**config.mk**
```make
export PLATFORM = sky130hd
export DESIGN_NAME = timer_clk_gate_ctrl
export DESIGN_NICKNAME = d
export VERILOG_FILES = /design/src/rtl/timer_cg_pkg.sv /design/src/rtl/timer_cg_ch_fsm.sv /design/src/rtl/timer_clk_gate_ctrl.sv
export SDC_FILE = /design/constraint.sdc
export NUM_CORES = 1
export LEC_CHECK = 0
export ABC_CLOCK_PERIOD_IN_PS = 2210
export BUFFER_PORTS_ARGS = -buffer_cell sky130_fd_sc_hd__buf_2
export CORE_ASPECT_RATIO = 1.4
export CORE_MARGIN = 8
export CORE_UTILIZATION = 55
export DETAILED_ROUTE_END_ITERATION = 12
export GPL_ROUTABILITY_DRIVEN = 0
export HOLD_SLACK_MARGIN = 0.05
export PLACE_DENSITY = 0.84
export SLEW_MARGIN = 20
export SYNTH_ARGS = -nofsm -noshare
export SYNTH_HDL_FRONTEND = slang
export SYNTH_SLANG_ARGS = --single-unit
export TNS_END_PERCENT = 10
```
**constraint.sdc**
```tcl
create_clock -name clk_i -period 2.21 [get_ports clk_i]
set_input_delay 0.442 -clock clk_i [delete_from_list [all_inputs] [get_ports clk_i]]
set_output_delay 0.442 -clock clk_i [all_outputs]
set_load 0.02 [all_outputs]
```
**src/rtl/timer_cg_pkg.sv**
```systemverilog
// Shared types for the timer clock-gate controller: channel FSM states and counter width.
package timer_cg_pkg;

   typedef enum logic [1:0] {
      CG_OFF  = 2'd0,
      CG_WAKE = 2'd1,
      CG_ON   = 2'd2,
      CG_COOL = 2'd3
   } cg_state_e;

   localparam int CG_CNT_W = 8;

endpackage

```
**src/rtl/timer_cg_ch_fsm.sv**
```systemverilog
// One channel's gate FSM: OFF -> WAKE (WAKE_CYC cycles) -> ON -> COOL (IDLE_CYC cycles) -> OFF.
// clk_en_o/gated_o decode the state register only; ack_o is the single input-to-output path.
module timer_cg_ch_fsm
   import timer_cg_pkg::*;
#(
   parameter int WAKE_CYC = 2,
   parameter int IDLE_CYC = 8,
   parameter int CNT_W    = CG_CNT_W
) (
   input  logic clk_i,
   input  logic rstn_i,
   input  logic wake_i,
   input  logic req_i,
   output logic ack_o,
   output logic clk_en_o,
   output logic gated_o
);

   cg_state_e        r_state;
   cg_state_e        w_state_nxt;
   logic [CNT_W-1:0] r_cnt;
   logic [CNT_W-1:0] w_cnt_nxt;
   logic             w_cnt_last;

   assign w_cnt_last = (r_cnt <= CNT_W'(1));

   always_ff @(posedge clk_i or negedge rstn_i) begin
      if (!rstn_i) begin
         r_state <= CG_OFF;
         r_cnt   <= '0;
      end else begin
         r_state <= w_state_nxt;
         r_cnt   <= w_cnt_nxt;
      end
   end

   always_comb begin
      w_state_nxt = r_state;
      w_cnt_nxt   = r_cnt;
      unique case (r_state)
         CG_OFF: begin
            if (wake_i) begin
               w_state_nxt = CG_WAKE;
               w_cnt_nxt   = CNT_W'(WAKE_CYC);
            end
         end
         // A dropped request never aborts the settle period.
         CG_WAKE: begin
            if (w_cnt_last) w_state_nxt = CG_ON;
            else            w_cnt_nxt   = r_cnt - CNT_W'(1);
         end
         CG_ON: begin
            if (!wake_i) begin
               if (IDLE_CYC == 0) begin
                  w_state_nxt = CG_OFF;
               end else begin
                  w_state_nxt = CG_COOL;
                  w_cnt_nxt   = CNT_W'(IDLE_CYC);
               end
            end
         end
         CG_COOL: begin
            if (wake_i)          w_state_nxt = CG_ON;
            else if (w_cnt_last) w_state_nxt = CG_OFF;
            else                 w_cnt_nxt   = r_cnt - CNT_W'(1);
         end
         default: w_state_nxt = CG_OFF;
      endcase
   end

   assign clk_en_o = (r_state != CG_OFF);
   assign gated_o  = (r_state == CG_OFF);
   assign ack_o    = (r_state == CG_ON) & req_i;

endmodule

```
**src/rtl/timer_clk_gate_ctrl.sv**
```systemverilog
// Per-channel clock-gate enable controller; one independent FSM per timer channel.
// clk_en rises 1 cycle after wake, ack follows WAKE_CYC later, gate-off IDLE_CYC+2 after last wake.
module timer_clk_gate_ctrl
   import timer_cg_pkg::*;
#(
   parameter int N_CH     = 4,
   parameter int WAKE_CYC = 2,
   parameter int IDLE_CYC = 8,
   parameter int CNT_W    = CG_CNT_W
) (
   input  logic            clk_i,
   input  logic            rstn_i,
   input  logic            bypass_i,
   input  logic [N_CH-1:0] force_on_i,
   input  logic [N_CH-1:0] req_i,
   input  logic [N_CH-1:0] busy_i,
   output logic [N_CH-1:0] ack_o,
   output logic [N_CH-1:0] clk_en_o,
   output logic [N_CH-1:0] gated_o,
   output logic            all_gated_o
);

   logic [N_CH-1:0] w_wake;

   assign w_wake = req_i | busy_i | force_on_i | {N_CH{bypass_i}};

   for (genvar g = 0; g < N_CH; g++) begin : g_ch
      timer_cg_ch_fsm #(
         .WAKE_CYC (WAKE_CYC),
         .IDLE_CYC (IDLE_CYC),
         .CNT_W    (CNT_W)
      ) u_ch (
         .clk_i    (clk_i),
         .rstn_i   (rstn_i),
         .wake_i   (w_wake[g]),
         .req_i    (req_i[g]),
         .ack_o    (ack_o[g]),
         .clk_en_o (clk_en_o[g]),
         .gated_o  (gated_o[g])
      );
   end

   assign all_gated_o = &gated_o;

endmodule

```
[Word-level counts from Yosys, hierarchy flattened]
Cells that the tools add are included.
Word-level totals
  bits in registers: 40
  input port bits: 15
  output and inout bits: 13
  logic and storage cells: 116
Operators by class
  $add $sub $neg: 4
  $lt $le $gt $ge: 4
  equality and inequality tests: 32
  mux-type cells: 44
  bitwise operators: 7
  reductions and logical operators: 17
Operator list (number)
  $mux W8: 16
  $pmux W8 S4: 4
  $mux W2: 20
  $le A8 B1 Y1 const B: 4
  $pmux W2 S4: 4
  $sub A8 B1 Y8 const B: 4
  $ne A2 B2 Y1 const B: 12
  $reduce_and A4 Y1: 5
  $eq A2 B2 Y1 const B: 8
  $ne A3 B2 Y1 const B: 4
  $or A4 B4 Y4: 3
  $reduce_and A3 Y1: 4
  $eq A2 B1 Y1 const B: 4
  $logic_not A2 Y1: 4
  $ne A2 B1 Y1 const B: 4
  $reduce_bool A2 Y1: 4
  $and A1 B1 Y1: 4

[Logic depth before layout (Yosys ltp)]
Gate-level depths: netlist of run 1.
  word-level depth: 5
  mapped depth: 7
  gate-level depth less buffers: 7

[Cells and area by module]
Synthesis of run 1 repeated with hierarchy kept, for this count alone.
Second synthesis, totals
  cell total of the unflattened synthesis: 295
  area, all modules: 2509.9 sq um
Modules (own cells, without submodules)
  timer_cg_ch_fsm at g_ch[0].u_ch ...: instances 3, cells an instance 74, area each 623.1 sq um, seq. area each 250.2 sq um
  timer_cg_ch_fsm at g_ch[3].u_ch: instances 1, cells an instance 68, area each 601.8 sq um, seq. area each 250.2 sq um
  timer_clk_gate_ctrl: instances 1, cells an instance 5, area each 38.8 sq um, seq. area each 0.0 sq um

[Worst setup path after synthesis of run 1]
Ideal clock, no wire load.
  path type: flip-flop to flip-flop
  start point: register g_ch[0].u_ch.r_cnt[0]
  end point: register g_ch[0].u_ch.r_cnt[7]
  library setup time: 0.131 ns
  arrival: 1.784 ns
  required time: 2.079 ns
  slack: 0.295 ns
  stages on the path, launching flop included: 8
  path buffers: 0
  clock period less this slack: 1.915 ns
  cell sequence: dfrtp_1 > inv_1 > ha_1 > or2_2 > a21oi_1 > nand3_1 > and3_1 > or3_1
Between the ends
  word-level cells in the longest chain between the ends: 4
  elaborated cells on any way between the ends: 5
  classes of those cells: 1 x add/sub; 1 x order compare; 3 x mux
RTL lines
  start: declaration: line timer_cg_ch_fsm.sv:21  | logic [CNT_W-1:0] r_cnt;
  start signal: assignment: line timer_cg_ch_fsm.sv:33  | r_cnt <= w_cnt_nxt;
  $sub A8 B1 Y8 / $le A8 B1 Y1 (equally long branches): line timer_cg_ch_fsm.sv:50, timer_cg_ch_fsm.sv:65, timer_cg_ch_fsm.sv:25
  $mux W8 (*): line timer_cg_ch_fsm.sv:49, timer_cg_ch_fsm.sv:64
  $mux W8: line timer_cg_ch_fsm.sv:63  | if (wake_i) w_state_nxt = CG_ON;
  $pmux W8 S4 (*): line timer_cg_ch_fsm.sv:40  | unique case (r_state)
Mark *: on every way between the ends. The rest lies on a longest branch, timed or not. The select of a mux whose other input is x is not followed.
A chain may end at the register's enable or synchronous reset.

[Worst setup path in the final report of run 1]
Same ends and word-level chain as after synthesis.

==> impl_metrics.toml, run 1 <==
[grt]
grt_pass1_wl_um = 9070
grt_pass1_vias = 2038
track_usage = 0.165
antenna_found_initial = 0
grt_max_degree = 23
grt_overflow = 0

[outcome]
outcome = "finished, final reports clean"

[clocking]
insertion_delay_ps = 300
htree_levels = 2
cts_tree = "built"
root_buffer = "clkbuf_8"
cts_sinks = 40
ctsLongestPathBuffers = 2
clk_pin_slew_ps = 80
numCtsBuffers = 5

[sta]
setup_slack_ps = 152
min_period_over_period = 0.931
relSlewSlack = 0.607
hold_violations = 0
worst_pin_slew_ps = 586
setup_viol = 0
skew_ps = 6.42
tns_ps = 0
rsz0062_at_grt = "false"
layout_min_cycle_time_ps = 2060
fmax_mhz = 486
final_max_slew_viol_count = 0

[floorplanning]
core_sq_mm = 0.00424
rows = 28
start_util = 0.575
die_h_um = 94.8
die_w_um = 72.3
die-area_sq_mm = 0.00685
io_pins = 28

[drt]
drc = 0
vias = 2014
drt_iter0_drc = 121
wl_per_cell_um = 14.7
via_per_inst = 5.74
wl_um = 5160
drt-pass1-iter-count = 4
antenna_left = 0

[placement]
dp_hpwl_um = 3950
io_buffers = 27
dp_slack_ps = 164

[critical_path]
reg2reg_depth = 7
rr_startpoint = "g_ch[0].u_ch.r_cnt[0]"
cp.arrival_ps = 2240
crit_path_end_kind = "register"
rrSetupSlack_ps = 150
r2r_end = "g_ch[0].u_ch.r_cnt[7]"
critPathLaunchType = "register"
path_class = "register to register"
critical_path_required_ps = 2390
path_max_fanout = 6

[yosys]
ys_warn_count = 0
yosys_register_bits = 40
synth.avg_cell_area_sq_um = 9.24
yosysSeqAreaShare = 0.410
synthCells = 264
async_reset_ff_frac = 1.00
synth_cell_types = 41
synth_area_sq_mm = 0.00244
synth-edff-count = 0
ys.flop_type = "dfrtp_1"
synth_fp_nets = 287

[power]
p_seq_frac = 0.463
p_switching_w = 0.00105
pwr-share-comb = 0.314
internal_power_w = 0.00168
swShare = 0.386
ir_drop_uv = 566
p_per_area_mw_per_mm2 = 1010
p_leak_nw = 1.16
clkPwrFrac = 0.223

[cells_and_area]
nFillCells = 343
n_antenna_cell = 0
syn2layout_area_growth_pct = 11.0
drive_gt1_frac = 0.199
nets = 313

[job]
cap_viol_max_count = 0

[min_path]
hold_class = "input port to async pin"
## final cells by class
class                      count  area (sq um)  area share
clock buffer                   5          68.8      0.0254
clock inverter                 3          42.5      0.0157
inverter                      16          60.1      0.0222
multi-input combinational    192          1260       0.467
sequential                    40          1000       0.370
tap                           60          75.1      0.0277
timing repair buffer          35           195      0.0721
## through the flow
step                      instance area, sq um  total power [W]  instances  hold WS [ps]   util
after floorplan                           2440          0.00190        264           146      -
after global placement                    2590          0.00208        343           437  0.610
after detailed placement                  2590          0.00212        343           435  0.610
after CTS                                 2700          0.00274        351           109  0.637
after global routing                      2710          0.00294        351           130  0.638
final                                     2710          0.00273        351          99.7  0.638
## how the worst max path moves through the flow
stage | to | start | slack [ps] | cells past startpoint
CTS | all_gated_o | g_ch[2].u_ch.r_state[0] | 80 | 4
floorplan | g_ch[0].u_ch.r_cnt[7] | g_ch[0].u_ch.r_cnt[0] | 290 | 7
finish | g_ch[0].u_ch.r_cnt[7] | g_ch[0].u_ch.r_cnt[0] | 150 | 7
global placement | g_ch[0].u_ch.r_cnt[7] | g_ch[0].u_ch.r_cnt[0] | 250 | 7
detailed placement | g_ch[0].u_ch.r_cnt[7] | g_ch[0].u_ch.r_cnt[0] | 160 | 7
global route | all_gated_o | g_ch[0].u_ch.r_state[1] | 30 | 4
## power groups by stage
stage / combinational [W] / sequential, W / clock, W
6_report: 0.000858 / 0.00126 / 0.000608
4_1_cts: 0.000862 / 0.00126 / 0.000617
3_3_place_gp: 0.000818 / 0.00126 / 0
2_1_floorplan: 0.000700 / 0.00120 / 0
5_1_grt: 0.000989 / 0.00131 / 0.000641
3_5_place_dp: 0.000853 / 0.00127 / 0
## cell families after synthesis
logic type,count (synthesis),share of synthesized area
AO/OA/AOI/OAI,33,0.0877
XOR/XNOR,17,0.0611
adder cells (fa/ha/maj),8,0.0410
buffers and inverters,32,0.0744
flip-flops,40,0.410
multiplexers,12,0.0513
AND/OR/NAND/NOR,122,0.274
## cell usage after synthesis, types with 2 or more instances
library cell	n	area [sq um]
nand3_1	9	45.0
a221oi_1	3	26.3
and2_1	3	18.8
ha_1	8	100
o21ai_0	9	45.0
o2111ai_1	2	17.5
dfrtp_1	40	1000
nor4b_1	3	26.3
o211ai_1	2	15.0
mux2i_1	8	80.1
and3_1	3	18.8
buf_4	12	90.1
a21oi_1	10	50.1
mux2_2	4	45.0
xor2_1	17	149
nor4_4	2	42.5
and3b_1	3	26.3
nor4_1	7	43.8
nor3b_1	2	15.0
nand4_1	17	106
nor3_1	10	50.1
buf_6	2	22.5
nand2_1	15	56.3
nor2_1	36	135
or2_2	4	25.0
inv_1	16	60.1
or3_1	3	18.8
## routing by layer
layer / GRT usage / share of wire / wire length (um)
met3: 0.0382 / 0.049 / 253
met2: 0.292 / 0.49 / 2530
met4: 0.0701 / 0.021 / 109
met5: 0 / 0 / 0
met1: 0.182 / 0.44 / 2260
## cells in the final DEF, fill, tap and decap left out, drive strengths merged, types with 2 or more instances in the layout
cell and n:
nand3 9, a221oi 3, and3b 3, xor2 17, o2111ai 2, nor4 10, or2 4, nor3 10
nor2 36, dfrtp 40, a21oi 11, mux2i 8, buf 35, nor4b 3, and2 3, nand2 15
nand4 17, ha 8, and3 3, or3 3, clkbuf 5, o211ai 2, o21ai 9, inv 16
nor3b 2, mux2 4
## flip-flops by register name, summed over array words and instances, names as in the netlist
name	count
g_ch.u_ch.r_state	8
g_ch.u_ch.r_cnt	32
## critical path, cell delays in order (launching register included)
cell	delay [ps]
dfrtp_1	430
inv_1	90
ha_1	240
or2_2	330
a21oi_1	170
nand3_1	140
and3_1	200
or3_1	350
## timing repair
item | CTS | global route
setup buffers | 0 | 0
endpoints found under the setup margin | 0 | 1
hold buffers | 0 | 0
resized for setup | 0 | 3
hold endpoints to repair | 0 | 0
Note: power is estimated with default switching activity, not from simulation.
==> inputs of run 2 (changes only) <==
--- a/config.mk
+++ b/config.mk
@@ -12,6 +12,7 @@
 export CORE_UTILIZATION = 55
 export DETAILED_ROUTE_END_ITERATION = 12
 export GPL_ROUTABILITY_DRIVEN = 0
+export GPL_TIMING_DRIVEN = 0
 export HOLD_SLACK_MARGIN = 0.05
 export PLACE_DENSITY = 0.84
 export SLEW_MARGIN = 20
==> impl_metrics.toml, run 2 (synthesis gave the netlist of run 1 again) <==
[sta]
skew_ps = 8.06
min_period_over_period = 0.929
fmax_mhz = 487
hold_slack_ps = 274
worst_pin_slew_ps = 901
setup_viol = 0
rsz0062_at_grt = "false"
relSlewSlack = 0.399
layout_min_cycle_time_ps = 2050
hold_violations = 0
final_max_slew_viol_count = 0

[clocking]
insertion_delay_ps = 290
cts_hold_buf = 0
cts_tree = "built"
htree_levels = 2
numCtsBuffers = 5
clk_pin_slew_ps = 80
ctsLongestPathBuffers = 2
cts_sinks = 40
root_buffer = "clkbuf_8"

[cells_and_area]
nets = 321
largest_register_ffs = 32
final_cell_mix = "dfrtp_1, nor2_1, buf_2, nand4_1, xor2_1"
syn2layout_area_growth_pct = 13.6
final_common_cell = "dfrtp_1"
top_regs = "g_ch.u_ch.r_cnt x32, g_ch.u_ch.r_state x8"
seq_area_sq_mm = 0.00100
regMostFlops = "g_ch.u_ch.r_cnt"
multiInputGateArea_sq_mm = 0.00126
instances_no_fill = 359
nFillCells = 356
n_antenna_cell = 0
drive_gt1_frac = 0.224

[critical_path]
crit_path_end_kind = "output pin"
rrSetupSlack_ps = 180
critPathLaunchType = "register"
critPathMaxStageDelay_ps = 470
path_class = "register to output pin"
path_max_fanout = 8
critical_path_required_ps = 1770
cp.arrival_ps = 1610
crit_chain = "nor2_2 > inv_1 > nor4_1 > buf_2"
crit_slowest_cell = "dfrtp_1"

[drt]
via_per_inst = 5.51
antenna_left = 0
drc = 0
wl_um = 4980
drt-pass1-iter-count = 4
vias = 1978
wl_per_cell_um = 13.9
drt_iter0_drc = 121

[floorplanning]
die-area_sq_mm = 0.00685
io_pins = 28
core_sq_mm = 0.00424
die_w_um = 72.3
rows = 28
die_h_um = 94.8
start_util = 0.575

[grt]
grt_overflow = 0
grt_max_degree = 41
track_usage = 0.156
grt_pass1_wl_um = 8710
grt_pass1_vias = 2006
antenna_found_initial = 0

[power]
p_per_area_mw_per_mm2 = 990
ir_drop_uv = 517
p_leak_nw = 1.20
total_power_w = 0.00274

[outcome]
outcome = "finished, final reports clean"

[placement]
dp_cells = 351
dp_hpwl_um = 3710
io_buffers = 27

[job]
cap_viol_max_count = 0

[min_path]
hold_class = "input port to async pin"
## run 2: path summary, 6_finish.rpt
kind	depth (start not counted)	endpoint	start
worst min register to register	2	g_ch[3].u_ch.r_cnt[7]	g_ch[3].u_ch.r_cnt[7]
worst max-delay path	4	all_gated_o	g_ch[0].u_ch.r_state[0]
worst max register to register	7	g_ch[0].u_ch.r_cnt[7]	g_ch[0].u_ch.r_cnt[0]
worst min-delay path	1	g_ch[0].u_ch.r_state[1]	rstn_i
min in group clk_i	4	g_ch[1].u_ch.r_state[1]	force_on_i[1]
max in group asynchronous	1	g_ch[0].u_ch.r_cnt[0]	rstn_i
## run 2: layout make-up
cell class	instances	area share
timing repair buffer	27	0.0488
clock inverter	3	0.0154
multi-input combinational	192	0.456
sequential	40	0.362
inverter	16	0.0217
clock buffer	5	0.0248
buffer	16	0.0443
tap	60	0.0271
## run 2: layer usage
layer	global-route usage	share of wire	routed length, um	vias up
li1	-	-	-	1002
met1	0.174	0.43	2130	929
met2	0.285	0.52	2590	43
met3	0.0339	0.043	216	4
met4	0.0513	0.0086	43	0
met5	0	0	0	-
## run 2: worst max-delay path: cells and delay by family (launching register included)
family                 cells  cell delay, ps
AND/OR/NAND/NOR            2             490
flip-flops                 1             470
buffers and inverters      2             360
## run 2: report_power, final
part           internal [W]  total (W)  switching, W
Sequential         0.000976    0.00126      0.000289
Combinational      0.000390   0.000884      0.000493
Clock              0.000334   0.000594      0.000260
## run 2: what timing repair did
item,4_1_cts,5_1_grt
gates resized for setup,0,6
hold endpoints to repair,0,0
setup endpoints to repair,0,3
setup buffers,0,0
## run 2: stage by stage
step / TNS (ps) / instance area [sq um] / utilization / worst slack [ps]
floorplan: 0 / 2440 / - / 295
global placement: 0 / 2650 / 0.625 / 57.5
detailed placement: -6.66 / 2650 / 0.625 / -6.66
CTS: 0 / 2760 / 0.651 / 59.5
global route: 0 / 2770 / 0.653 / 40.2
finish: 0 / 2770 / 0.653 / 156
==> inputs of run 3 (changes only) <==
--- a/config.mk
+++ b/config.mk
@@ -15,6 +15,7 @@
 export GPL_TIMING_DRIVEN = 0
 export HOLD_SLACK_MARGIN = 0.05
 export PLACE_DENSITY = 0.84
+export RECOVER_POWER = 25
 export SLEW_MARGIN = 20
 export SYNTH_ARGS = -nofsm -noshare
 export SYNTH_HDL_FRONTEND = slang
==> impl_metrics.toml, run 3 (synthesis gave the netlist of run 1 again) <==
[outcome]
outcome = "finished, final reports clean"

[power]
pwr-share-comb = 0.322
internal_power_w = 0.00170
p_switching_w = 0.00104
p_leak_nw = 1.20
p_per_area_mw_per_mm2 = 990
clkPwrFrac = 0.217
swShare = 0.380
ir_drop_uv = 517
p_seq_frac = 0.461

[critical_path]
path_class = "register to output pin"
critPathMaxStageDelay_ps = 470
critPathLaunchType = "register"
crit_slowest_cell = "dfrtp_1"
critical_path_required_ps = 1770
cp.arrival_ps = 1610
crit_path_end_kind = "output pin"
crit_chain = "nor2_2 > inv_1 > nor4_1 > buf_2"
path_max_fanout = 8

[cells_and_area]
top_regs = "g_ch.u_ch.r_cnt x32, g_ch.u_ch.r_state x8"
drive_gt1_frac = 0.224
design_area_sq_mm = 0.00277
regMostFlops = "g_ch.u_ch.r_cnt"
nFillCells = 356
final_cell_mix = "dfrtp_1, nor2_1, buf_2, nand4_1, xor2_1"
nets = 321
largest_register_ffs = 32
n_antenna_cell = 0
syn2layout_area_growth_pct = 13.6
finish.utilization = 0.653
final_common_cell = "dfrtp_1"

[drt]
wl_per_cell_um = 13.9
via_per_inst = 5.50
drt_iter0_drc = 122
drt-pass1-iter-count = 4
drc = 0
wl_um = 4990
antenna_left = 0
vias = 1974

[grt]
grt_overflow = 0
grt_max_degree = 41
track_usage = 0.156
grt_pass1_vias = 2006
antenna_found_initial = 0
grt_pass1_wl_um = 8710

[sta]
relSlewSlack = 0.327
final_max_slew_viol_count = 0
worst_pin_slew_ps = 1010
setup_viol = 0
skew_ps = 8.06
rsz0062_at_grt = "false"
tns_ps = 0
fmax_mhz = 486
min_period_over_period = 0.930
layout_min_cycle_time_ps = 2060
hold_violations = 0
hold_slack_ps = 310

[job]
cap_viol_max_count = 0

[floorplanning]
rows = 28
die_w_um = 72.3
core_sq_mm = 0.00424
io_pins = 28
start_util = 0.575
die-area_sq_mm = 0.00685
die_h_um = 94.8

[placement]
io_buffers = 27
dp_hpwl_um = 3710
placedInstanceArea_sq_mm = 0.00265

[clocking]
htree_levels = 2
cts_tree = "built"
clk_pin_slew_ps = 80
cts_sinks = 40
root_buffer = "clkbuf_8"
ctsLongestPathBuffers = 2
insertion_delay_ps = 290
numCtsBuffers = 5

[min_path]
hold_class = "input port to async pin"
[run 3: cell types whose count changed in the layout (fill, tap and decap cells not counted)]
| cell | change |
|---|---|
| buf_2 | -1 |
| clkbuf_2 | +1 |
[run 3: cell type report]
cell class              count  area [sq um]  area share
multi-input cells         192          1260       0.456
repair buffers             27           135      0.0488
clock inverters             3          42.5      0.0154
clock buffers               5          68.8      0.0248
flip-flops and latches     40          1000       0.362
inverters                  16          60.1      0.0217
well taps                  60          75.1      0.0271
plain buffers              16           123      0.0443
[run 3: worst paths after layout]
check	startpoint	endpoint	slack (ps)	cells past startpoint
max in group asynchronous	rstn_i	g_ch[0].u_ch.r_cnt[0]	1230	1
max reg2reg	g_ch[0].u_ch.r_cnt[0]	g_ch[0].u_ch.r_cnt[7]	180	7
min	rstn_i	g_ch[0].u_ch.r_state[1]	310	1
min reg2reg	g_ch[3].u_ch.r_cnt[7]	g_ch[3].u_ch.r_cnt[7]	560	2
min in group clk_i	force_on_i[1]	g_ch[1].u_ch.r_state[1]	530	4
max	g_ch[0].u_ch.r_state[0]	all_gated_o	150	4
[run 3: through the flow]
step / power [W] / instances / setup WS, ps
global route: 0.00295 / 359 / 40.2
CTS: 0.00275 / 359 / 59.5
floorplan: 0.00190 / 264 / 295
detailed placement: 0.00214 / 351 / -6.66
global placement: 0.00210 / 351 / 57.5
finish: 0.00274 / 359 / 154
[run 3: timing repair]
item,CTS,global route
hold buffers,0,0
buffers inserted,0,0
gates resized for setup,0,6
setup endpoints to repair,0,3
[run 3: per-layer routing]
metal	GRT usage	vias to the layer above	routed length, um
li1	-	1002	-
met1	0.174	925	2130
met2	0.285	43	2600
met3	0.0339	4	213
met4	0.0513	0	43
met5	0	-	0
[run 3: power groups by stage]
| stage | registers, W | clock network (W) | logic [W] |
|---|---|---|---|
| after floorplan | 0.00120 | 0 | 0.000700 |
| final | 0.00126 | 0.000594 | 0.000884 |
| after CTS | 0.00126 | 0.000609 | 0.000887 |
| after detailed placement | 0.00126 | 0 | 0.000879 |
| after global placement | 0.00126 | 0 | 0.000846 |
| after global routing | 0.00130 | 0.000644 | 0.00101 |
[run 3: worst max-delay path: cells and delay by family, from the launching register on]
kind	cells	cell delay, ps
and+or+nand+nor	2	490
DFF	1	470
buffers and inverters	2	360
